==> src/rtl/lsu_pkg.sv <==
// Shared types and helpers for the LSU data-TCM initiator.
package lsu_pkg;

  typedef enum logic [2:0] {
    LB  = 3'b000,
    LH  = 3'b001,
    LW  = 3'b010,
    LBU = 3'b100,
    LHU = 3'b101
  } lsu_funct3_e;

  typedef enum logic [1:0] {
    IDLE,
    BEAT0,
    BEAT1,
    RESP
  } lsu_state_e;

  function automatic logic [2:0] size_of(input logic [2:0] f3);
    case (f3[1:0])
      2'b00:   return 3'd1;
      2'b01:   return 3'd2;
      default: return 3'd4;
    endcase
  endfunction

  function automatic logic funct3_legal(input logic [2:0] f3);
    case (f3)
      LB, LH, LW, LBU, LHU: return 1'b1;
      default:              return 1'b0;
    endcase
  endfunction

  // An access needs a second beat when its last byte lands in the next word.
  function automatic logic crosses(input logic [1:0] off, input logic [2:0] size);
    return ({2'b00, off} + {1'b0, size}) > 4'd4;
  endfunction

endpackage

==> src/rtl/lsu_load_extend.sv <==
// Merges the captured bytes of one or two beats and sign/zero-extends the load result.
module lsu_load_extend
  import lsu_pkg::*;
(
  input  logic [63:0] bytes_i,
  input  logic [1:0]  off_i,
  input  logic [2:0]  funct3_i,
  output logic [31:0] data_o
);

  logic [63:0] shifted;

  // Byte k sits at lane off+k of the 8-byte {beat1, beat0} window.
  always_comb begin
    shifted = bytes_i >> {off_i, 3'b000};
    case (funct3_i)
      LB:      data_o = {{24{shifted[7]}}, shifted[7:0]};
      LH:      data_o = {{16{shifted[15]}}, shifted[15:0]};
      LBU:     data_o = {24'h000000, shifted[7:0]};
      LHU:     data_o = {16'h0000, shifted[15:0]};
      default: data_o = shifted[31:0];
    endcase
  end

endmodule

==> src/rtl/lsu_tcm_master.sv <==
// Load/store initiator for the data TCM: splits word-crossing accesses and returns one response.
module lsu_tcm_master
  import lsu_pkg::*;
#(
  parameter int unsigned DATA_WIDTH       = 32,
  parameter int unsigned ADDR_WIDTH       = 32,
  parameter bit          ALLOW_MISALIGNED = 1'b1
) (
  input  logic                  clk,
  input  logic                  rst_ni,
  input  logic                  req_i,
  output logic                  ready_o,
  input  logic                  we_i,
  input  logic [2:0]            funct3_i,
  input  logic [ADDR_WIDTH-1:0] addr_i,
  input  logic [DATA_WIDTH-1:0] wdata_i,
  output logic                  resp_valid_o,
  output logic [DATA_WIDTH-1:0] rdata_o,
  output logic                  err_o,
  output logic [ADDR_WIDTH-1:0] mem_addr_o,
  output logic [DATA_WIDTH-1:0] mem_data_o,
  output logic                  mem_we_o,
  output logic [3:0]            mem_be_o,
  input  logic [DATA_WIDTH-1:0] mem_data_i
);

  lsu_state_e            state_q;
  logic                  we_q;
  logic [2:0]            f3_q;
  logic [ADDR_WIDTH-1:0] addr_q;
  logic [DATA_WIDTH-1:0] wdata_q;
  logic                  err_q;
  logic [DATA_WIDTH-1:0] b0_q;
  logic [DATA_WIDTH-1:0] b1_q;

  logic                    req_err;
  logic [1:0]              off_q;
  logic [2:0]              size_q;
  logic                    cross_q;
  logic [3:0]              be_base;
  logic [7:0]              wide_be;
  logic [2*DATA_WIDTH-1:0] wide_data;
  logic [ADDR_WIDTH-1:0]   word_addr;
  logic [DATA_WIDTH-1:0]   ext_data;

  assign req_err = !funct3_legal(funct3_i) ||
                   (!ALLOW_MISALIGNED && crosses(addr_i[1:0], size_of(funct3_i)));

  assign off_q     = addr_q[1:0];
  assign size_q    = size_of(f3_q);
  assign cross_q   = crosses(off_q, size_q);
  assign be_base   = (size_q == 3'd1) ? 4'b0001 : (size_q == 3'd2) ? 4'b0011 : 4'b1111;
  // Low half of each window feeds BEAT0, high half BEAT1.
  assign wide_be   = {4'b0000, be_base} << off_q;
  assign wide_data = {{DATA_WIDTH{1'b0}}, wdata_q} << {off_q, 3'b000};
  assign word_addr = {addr_q[ADDR_WIDTH-1:2], 2'b00};

  always_ff @(posedge clk or negedge rst_ni) begin
    if (!rst_ni) begin
      state_q <= IDLE;
      we_q    <= 1'b0;
      f3_q    <= '0;
      addr_q  <= '0;
      wdata_q <= '0;
      err_q   <= 1'b0;
      b0_q    <= '0;
      b1_q    <= '0;
    end else begin
      case (state_q)
        IDLE: if (req_i) begin
          we_q    <= we_i;
          f3_q    <= funct3_i;
          addr_q  <= addr_i;
          wdata_q <= wdata_i;
          err_q   <= req_err;
          state_q <= req_err ? RESP : BEAT0;
        end
        BEAT0: begin
          if (!we_q) b0_q <= mem_data_i;
          state_q <= cross_q ? BEAT1 : RESP;
        end
        BEAT1: begin
          if (!we_q) b1_q <= mem_data_i;
          state_q <= RESP;
        end
        default: state_q <= IDLE;
      endcase
    end
  end

  always_comb begin
    mem_addr_o = '0;
    mem_data_o = '0;
    mem_we_o   = 1'b0;
    mem_be_o   = '0;
    case (state_q)
      BEAT0: begin
        mem_addr_o = word_addr;
        mem_we_o   = we_q;
        mem_be_o   = we_q ? wide_be[3:0] : 4'b0000;
        mem_data_o = we_q ? wide_data[DATA_WIDTH-1:0] : '0;
      end
      BEAT1: begin
        mem_addr_o = word_addr + ADDR_WIDTH'(4);
        mem_we_o   = we_q;
        mem_be_o   = we_q ? wide_be[7:4] : 4'b0000;
        mem_data_o = we_q ? wide_data[2*DATA_WIDTH-1:DATA_WIDTH] : '0;
      end
      default: ;
    endcase
  end

  lsu_load_extend u_ext (
    .bytes_i  ({b1_q, b0_q}),
    .off_i    (off_q),
    .funct3_i (f3_q),
    .data_o   (ext_data)
  );

  assign ready_o      = (state_q == IDLE);
  assign resp_valid_o = (state_q == RESP);
  assign err_o        = resp_valid_o && err_q;
  assign rdata_o      = (resp_valid_o && !we_q && !err_q) ? ext_data : '0;

endmodule

==> config.mk <==
export PLATFORM = sky130hd
export DESIGN_NAME = lsu_tcm_master
export DESIGN_NICKNAME = d
export VERILOG_FILES = /design/src/rtl/lsu_pkg.sv /design/src/rtl/lsu_load_extend.sv /design/src/rtl/lsu_tcm_master.sv
export SDC_FILE = /design/constraint.sdc
export NUM_CORES = 1
export LEC_CHECK = 0
export BUFFER_PORTS_ARGS = -buffer_cell sky130_fd_sc_hd__buf_2
export CAP_MARGIN = 15
export CORE_MARGIN = 1.5
export CORE_UTILIZATION = 50
export CTS_CLUSTER_SIZE = 25
export DETAILED_ROUTE_END_ITERATION = 7
export PLACE_DENSITY = 0.82
export SYNTH_ARGS = -nofsm -noshare
export SYNTH_HDL_FRONTEND = slang
export SYNTH_SLANG_ARGS = --single-unit
==> constraint.sdc <==
create_clock -name clk -period 5.41 [get_ports clk]
set_input_delay 1.082 -clock clk [delete_from_list [all_inputs] [get_ports clk]]
set_output_delay 1.082 -clock clk [all_outputs]
set_load 0.01 [all_outputs]
; Yosys cells after proc, flatten, opt, wreduce, memory -nomap -nowiden
; Index checks and enable logic that the tools add are counted.
[word_totals]
reg_bits = 135
inputBits = 103
out_inout_bits = 104
[classes]
magnitude_cmp = 1
n_reduce_logical = 15
addsub = 2
n_eq_ne = 14
n_mux = 18
n_bitwise = 1
shifts = 3
[ops]
columns = op, count
row1 = case mux 32 bit (2 select lines), 2
row2 = case mux 32 bit (4 select lines), 1
row3 = 2-to-1 mux 32 bit, 3
row4 = left shift 32 x 5 -> 64 bit, 1
row5 = >> shifter 64 x 5 -> 32 bit, 1
row6 = "adder 32 x 3 -> 32 bit, second input constant", 1
row7 = 2-to-1 mux 4 bit, 4
row8 = "== test 3 bit, second input constant", 4
row9 = "== test 3 x 1 -> 1 bit, second input constant", 3
row10 = case mux 4 bit (2 select lines), 1
row11 = left shift 4 x 2 -> 8 bit, 1
row12 = "== test 3 x 2 -> 1 bit, second input constant", 2
row13 = logical NOT 3 bit, 2
row14 = case mux 2 bit (3 select lines), 1
row15 = case mux 3 bit (2 select lines), 1
row16 = AND reduction 2 bit, 3
row17 = OR reduction 5 bit, 1
row18 = adder 2 x 3 -> 4 bit, 1
row19 = "== test 2 x 1 -> 1 bit, second input constant", 2
row20 = "== test 2 bit, second input constant", 2
row21 = "> comparator 4 x 3 -> 1 bit, second input constant", 1
row22 = logical NOT 2 bit, 2
row23 = 2-to-1 mux 2 bit, 2
row24 = logical AND 1 bit, 3
row25 = 5 further kinds, 9

; Depth between registers and ports, before layout
; Gate-level depths: netlist (run 1).
[depth]
ltp_word = 8
mapped_depth = 9

; Hierarchy
; From an unflattened synthesis (run 1), not the netlist that was laid out.
[hier_totals]
cells_unflattened = 798
area_unflattened_um2 = 8649.5
[by_module_without_submodules]
columns = module, n_inst, seq_area_each_um2, cells_each, area_per_inst_um2
row1 = lsu_tcm_master, 1, 3378.2, 697, 7529.7
row2 = lsu_load_extend, 1, 0.0, 101, 1119.8

; Worst setup path after synthesis (run 1)
; No wires, ideal clock.
[synth_timing]
kind = register -> output
start = reg state_q[0]
end = out mem_addr_o[24]
path_stages_with_launch = 8
t_arrival_ns = 1.934
path_slack_ns = 2.394
cell_sequence = dfrtp_1 > inv_1 > ha_1 > clkbuf_1 > inv_2 > nor2_1 > nand4_1 > o311ai_0
[synth_between]
elab_chain_cells = 2
word_cells_on_any_way = 3
[synth_lines]
columns = element, line
row1 = "start, declared", lsu_tcm_master.sv:27  ; lsu_state_e state_q;
row2 = "start signal, assigned", lsu_tcm_master.sv:76  ; state_q <= req_err ? RESP : BEAT0;
row3 = "start signal, assigned", lsu_tcm_master.sv:80  ; state_q <= cross_q ? BEAT1 : RESP;
row4 = == test 2 bit / == test 2 x 1 -> 1 bit (equally long branches), lsu_tcm_master.sv:96  ; case (state_q)
row5 = case mux 32 bit (2 select lines) (*), lsu_tcm_master.sv:96
row6 = "end, declared", lsu_tcm_master.sv:20  ; output logic [ADDR_WIDTH-1:0] mem_addr_o,
; Mark *: on every way between the ends. The rest lies on a longest branch, timed or not.

; Final worst setup path (run 1)
[layout_timing]
start = reg state_q[0]
end = out mem_addr_o[26]
; Same word-level chain as after synthesis.

==> results of run 1 <==
power by group:
group,total (W),leakage (nW),switching (W),internal [W]
Sequential,0.00214,1.49,0.000687,0.00145
Clock,0.00122,0.295,0.000424,0.000791
Combinational,0.00311,2.66,0.00151,0.00160
final cells by class:
class                           count  area share
Tap cell                          216      0.0276
Clock inverter                     10      0.0165
Timing Repair Buffer              212       0.111
Antenna cell                        1    0.000256
Inverter                           27      0.0104
Sequential cell                   127       0.326
Multi-Input combinational cell    549       0.462
Clock buffer                       21      0.0471
state kept, by name (all words and copies together) (netlist names):
name,count
addr_q,32
b0_q,32
wdata_q,32
b1_q,24
f3_q,3
state_q,2
err_q,1
we_q,1
path summary, 6_finish.rpt:
kind,cells past startpoint,slack (ns),start,to
setup / recovery,9,1.24,state_q[0],mem_addr_o[26]
hold reg to reg,1,0.50,err_q,err_q
setup reg to reg,5,2.87,state_q[0],addr_q[5]
hold / removal,1,0.50,err_q,err_q
max in group asynchronous,2,3.55,rst_ni,b0_q[10]
min in group asynchronous,1,0.78,rst_ni,b0_q[4]
worst reg2reg max path, stage by stage, from the launching register on:
cell	delay, ns
dfrtp_1	0.37
inv_1	0.08
ha_1	0.27
nand2_2	0.75
buf_4	0.54
mux2_2	0.40
Yosys cell counts (2+ instances only):
library cell,count
and2_1,4
mux2i_1,11
a22oi_1,9
a21oi_1,56
or3b_1,2
or3_1,3
a31oi_1,8
a211oi_1,9
nand4b_1,2
o21a_1,2
a41oi_1,3
a311oi_1,5
buf_4,3
nand4_1,8
o2bb2a_1,7
nor2_1,65
buf_2,17
nor2b_1,9
dfrtp_1,127
mux4_2,30
o21ai_0,35
ha_1,8
mux2_2,142
and3_1,7
nand3_1,18
nand2_1,45
o21ai_2,10
inv_1,25
nor3_1,3
o22ai_1,2
o211ai_1,4
o31ai_1,5
clkbuf_1,26
nand2b_1,11
or4_1,3
o311ai_0,5
buf_1,11
per-stage QoR:
step / utilization / instance area [um^2] / hold WS [ns] / power (W)
detailed placement: 0.579 / 9160 / 0.488 / 0.00522
floorplan: - / 8050 / 0.459 / 0.00434
CTS: 0.618 / 9780 / 0.505 / 0.00646
finish: 0.618 / 9780 / 0.496 / 0.00646
global placement: 0.579 / 9160 / 0.476 / 0.00509
global route: 0.618 / 9780 / 0.529 / 0.00689
logic make-up after synthesis:
group / after synthesis
adder cells (fa/ha/maj): 9
multiplexers: 183
AO/OA/AOI/OAI: 165
buffers and inverters: 86
AND/OR/NAND/NOR: 190
flip-flops: 127
other: 1
layer usage:
metal | track usage | routed length [um] | part of all wire
met2 | 0.414 | 10600 | 0.49
met5 | 0 | 0 | 0
met4 | 0.101 | 557 | 0.026
met1 | 0.335 | 8990 | 0.42
met3 | 0.0636 | 1480 | 0.069
==> impl_metrics.ini, run 1 <==
[setup_path]
critPathKind = flop to output pin
start_kind = flop
critPathTopFamily = simple AND/OR/NAND/NOR gates
crit_fanout = 20
crit_chain = inv_1 > ha_1 > inv_1 > nor2_1 > buf_4 > nand4_1 > or3b_1 > nand2_1 > buf_2
end_kind = output pin
slowest_stage = ha_1
arrival_ns = 3.09
timing.critical_path.buf_inv = 4
worstPathRequired_ns = 4.33
crit_top_cell = inv_1
max_stage_delay_ns = 0.62

[grt]
track_usage = 0.257
first_global_vias = 6527
antenna_found_initial = 1
grt_pass1_wl_mm = 33.3
grt_max_degree = 90
overflow = 0

[sta]
clock.fmax_mhz = 240
slew_headroom = 0.292
finalSetupTns_ns = 0
final.setup_skew_ns = 0.00340
maxSlewViolCount = 0
tightestPinTransition_ns = 1.06
worst_slack_ns = 1.24
setup_viol = 0
final_hold_viol_count = 0
rsz0062_at_grt = no
finalCritPeriodShare = 0.772
post-route-min-period_ns = 4.17

[clock_tree]
cts_sinks = 127
clkTransAtPathRegs_ns = 0.06
clk_latency_ns = 0.42
cts_tree = yes
cts_hold_buf = 0
postCtsSetupBuffers = 0
cts_buffer_depth = 2
cts_buffers = 17
clockRootBuffer = clkbuf_16
post_cts_resized = 0
htree_levels = 4

[logic_synthesis]
synth_compound_area_frac = 0.131
synth_top_area_share = 0.395
ys_seq_area_frac = 0.395
yosys_warnings = 0
muxShareOfSynthArea = 0.296
syn_inst = 761
synthXorXnorAreaFrac = 0
syn_area_per_cell_um2 = 10.6
ys_top_cells_by_area = dfrtp_1 (39%), mux2_2 (20%), mux4_2 (8.4%), a21oi_1 (3.5%), nor2_1 (3.0%)
synth_top_family_by_area = multiplexers
synth_edf_count = 0
synth.distinct_cells = 58
yosysTopAreaCell = dfrtp_1
synth_ff_type = dfrtp_1
yosys.area_share.simple = 0.118
synthAdderAreaFrac = 0.0149
synthesis.area_um2 = 8050
yosys_register_bits = 127
async_reset_ff_frac = 1.00

[floorplanning]
core_um2 = 15800
dieWidth_um = 130
io_pins = 207
initial_utilization = 0.509
dieArea_um2 = 16900
rows = 46
die_h_um = 130

[power]
leakage_nw = 4.45
vdd_drop_max_mv = 0.412
power_density_nw_per_um2 = 661

[final_layout]
fin_nets = 1046
final_common_cell = buf_2
final_cell_mix = buf_2 (203), mux2_2 (142), dfrtp_1 (125)
fillers = 1253
layout-drive-gt1-share = 0.463
area_delta_synth_final_pct = 21.5
multiInputGateArea_um2 = 4520
instances_no_fill = 1163
register_area_um2 = 3190

[detailed_routing]
wl_per_cell_um = 18.6
via_count = 6921
wirelength_mm = 21.6
drc_errors = 0
drt_iter0_markers = 563
drtAntennaViolNets = 0
viasPerCell = 5.95
drt_pass1_iterations = 6

[placed_design]
placed_cells = 1131
gp_congestion = 0.848
portBuffers = 204
dp_worst_setup_slack_ns = 1.69
hpwl_mm = 14.9

[flow_run]
maxCapViolCount = 0

[min_path]
hp-class = flop to flop

[run_status]
status = finished clean
(Power assumes the default switching activity.)
==> run 2, diff against run 1 <==
- ABC_AREA: unset -> 1
- CORE_UTILIZATION: 50 -> 49
- PLACE_DENSITY: 0.82 -> 0.83
- clock period: 5.41 -> 3.5 ns (I/O delays scaled with it)
==> run 2 against run 1 <==
Against the previous run: clock skew up 0.0098 ns; critical path type unchanged; power up 57%; clock power up 46%; hold slack worse by 0.15 ns; final cell count up 36%; highest routed layer unchanged; non-clock buffer count up 10; worst setup slack worse by 1.0 ns; combinational power up 73%; design area up 3.1%; utilization down 1.2 points; sequential share of layout area down 1.0 points; sequential power up 39%.
==> impl_metrics.ini, run 2 <==
[flow_run]
maxCapViolCount = 0

[sta]
final.setup_skew_ns = 0.0132
finalCritPeriodShare = 0.936
setup_viol = 0
maxSlewViolCount = 0
rsz0062_at_grt = no
slew_headroom = 0.405
final_hold_viol_count = 0
post-route-min-period_ns = 3.28
clock.fmax_mhz = 305
finalSetupTns_ns = 0
worst_slack_ns = 0.223
tightestPinTransition_ns = 0.892

[detailed_routing]
wl_per_cell_um = 16.2
viasPerCell = 5.55
drt_iter0_markers = 920
drt_pass1_iterations = 7
wirelength_mm = 25.6
via_count = 8790
drtAntennaViolNets = 0
drc_errors = 0

[clock_tree]
clockRootBuffer = clkbuf_16
clkTransAtPathRegs_ns = 0.06
cts_buffers = 17
clk_latency_ns = 0.43
cts_sinks = 127
cts_tree = yes
cts_buffer_depth = 2
cts_hold_buf = 0
htree_levels = 4

[power]
total_power_w = 0.0101
leakage_nw = 5.37
vdd_drop_max_mv = 0.536
power_density_nw_per_um2 = 1000

[setup_path]
crit_fanout = 38
cp-startpoint = addr_q[0]
arrival_ns = 2.58
max_stage_delay_ns = 0.71
r2r_cells = 9
critPathKind = flop to output pin
worstPathRequired_ns = 2.80
r2r-start = addr_q[0]
start_kind = flop
crit_chain = buf_4 > nor3_2 > nand2_1 > a21oi_1 > buf_2
slowest_stage = nor3_2
end_kind = output pin

[final_layout]
final_cell_mix = nand2_1 (326), buf_2 (203), o21ai_0 (149)
area_delta_synth_final_pct = 20.3
fin_nets = 1462
layout-drive-gt1-share = 0.251
instances_no_fill = 1583
top_regs = addr_q x32, b0_q x32, wdata_q x32
final_common_cell = nand2_1

[floorplanning]
core_um2 = 16600
io_pins = 207
rows = 47
initial_utilization = 0.504
die_h_um = 134
dieWidth_um = 134
dieArea_um2 = 17900

[placed_design]
dp_worst_setup_slack_ns = 0.591
gp_congestion = 0.968
placed_cells = 1551
portBuffers = 204
hpwl_mm = 18.2

[logic_synthesis]
syn_area_per_cell_um2 = 7.10
ys_seq_area_frac = 0.379
yosysTopAreaCell = dfrtp_1
synth_edf_count = 0
synthesis.area_um2 = 8380
synth_top_area_share = 0.379
ys_top_cells_by_count = nand2_1 (327), o21ai_0 (149), dfrtp_1 (127), inv_1 (114), nor2_1 (102)
yosysMostFrequentCell = nand2_1
synth.distinct_cells = 41
yosys_warnings = 0
ys_top_cells_by_area = dfrtp_1 (38%), nand2_1 (15%), o21ai_0 (8.9%), mux2_2 (6.6%), a21oi_1 (5.4%)
synth_ff_type = dfrtp_1
async_reset_ff_frac = 1.00
yosys_register_bits = 127
syn_inst = 1181

[grt]
first_global_vias = 8055
grt_pass1_wl_mm = 40.5
antenna_found_initial = 1
track_usage = 0.284
grt_max_degree = 77
overflow = 0

[run_status]
status = finished clean

[min_path]
hp-class = input port to async pin
-- run 2: routing by layer --
| metal | vias to the layer above | GRT usage | wire [um] |
|---|---|---|---|
| met2 | 475 | 0.437 | 11600 |
| li1 | 4201 | - | - |
| met3 | 57 | 0.0574 | 2210 |
| met1 | 4057 | 0.403 | 11100 |
| met5 | - | 0 | 0 |
| met4 | 0 | 0.0942 | 656 |
-- run 2: cells by family after synthesis --
| logic type | synth area share |
|---|---|
| adders and majority gates | 0.0143 |
| AOI/OAI and AO/OA | 0.185 |
| buffers and inverters | 0.0933 |
| and+or+nand+nor | 0.253 |
| muxes | 0.0742 |
| DFF | 0.379 |
| other | 0.000447 |
-- run 2: per-stage QoR --
stage / hold WS (ns) / instance area [um^2] / util
after floorplan: 0.404 / 8390 / -
after global placement: 0.469 / 9490 / 0.570
after detailed placement: 0.474 / 9490 / 0.570
after CTS: 0.364 / 10100 / 0.606
after global routing: 0.393 / 10100 / 0.606
final: 0.347 / 10100 / 0.606
-- run 2: critical path, delay by kind of cell (launching register included) --
| kind | cells | cell delay [ns] |
|---|---|---|
| AND/OR/NAND/NOR | 2 | 0.82 |
| flip-flops | 1 | 0.60 |
| buffers and inverters | 2 | 0.51 |
| AO/OA/AOI/OAI | 1 | 0.22 |
-- run 2: where the power goes --
part	switching [W]	total [W]	internal, W
Combinational	0.00342	0.00539	0.00197
Sequential	0.000754	0.00297	0.00221
Clock	0.000720	0.00178	0.00106
-- run 2: what timing repair did --
action                     4_1_cts  5_1_grt
resized for setup                0        2
buffers inserted                 0        0
setup endpoints to repair        0        7
hold endpoints to repair         0        0
-- run 2: final timing paths --
| path | end | slack, ns |
|---|---|---|
| max in group asynchronous | b0_q[15] | 2.30 |
| hold / removal | addr_q[20] | 0.35 |
| hold reg to reg | b0_q[6] | 0.49 |
| setup / recovery | mem_data_o[2] | 0.22 |
| min in group clk | b0_q[6] | 0.49 |
| setup reg to reg | state_q[0] | 0.85 |
-- run 2: cell type report --
| class | instances | area (um^2) |
|---|---|---|
| flip-flops and latches | 127 | 3180 |
| repair buffers | 222 | 1160 |
| diodes | 1 | 2.50 |
| clock inverters | 14 | 158 |
| multi-input cells | 863 | 4440 |
| inverters | 119 | 447 |
| clock buffers | 17 | 425 |
| well taps | 220 | 275 |
| fillers | 1529 | 6560 |
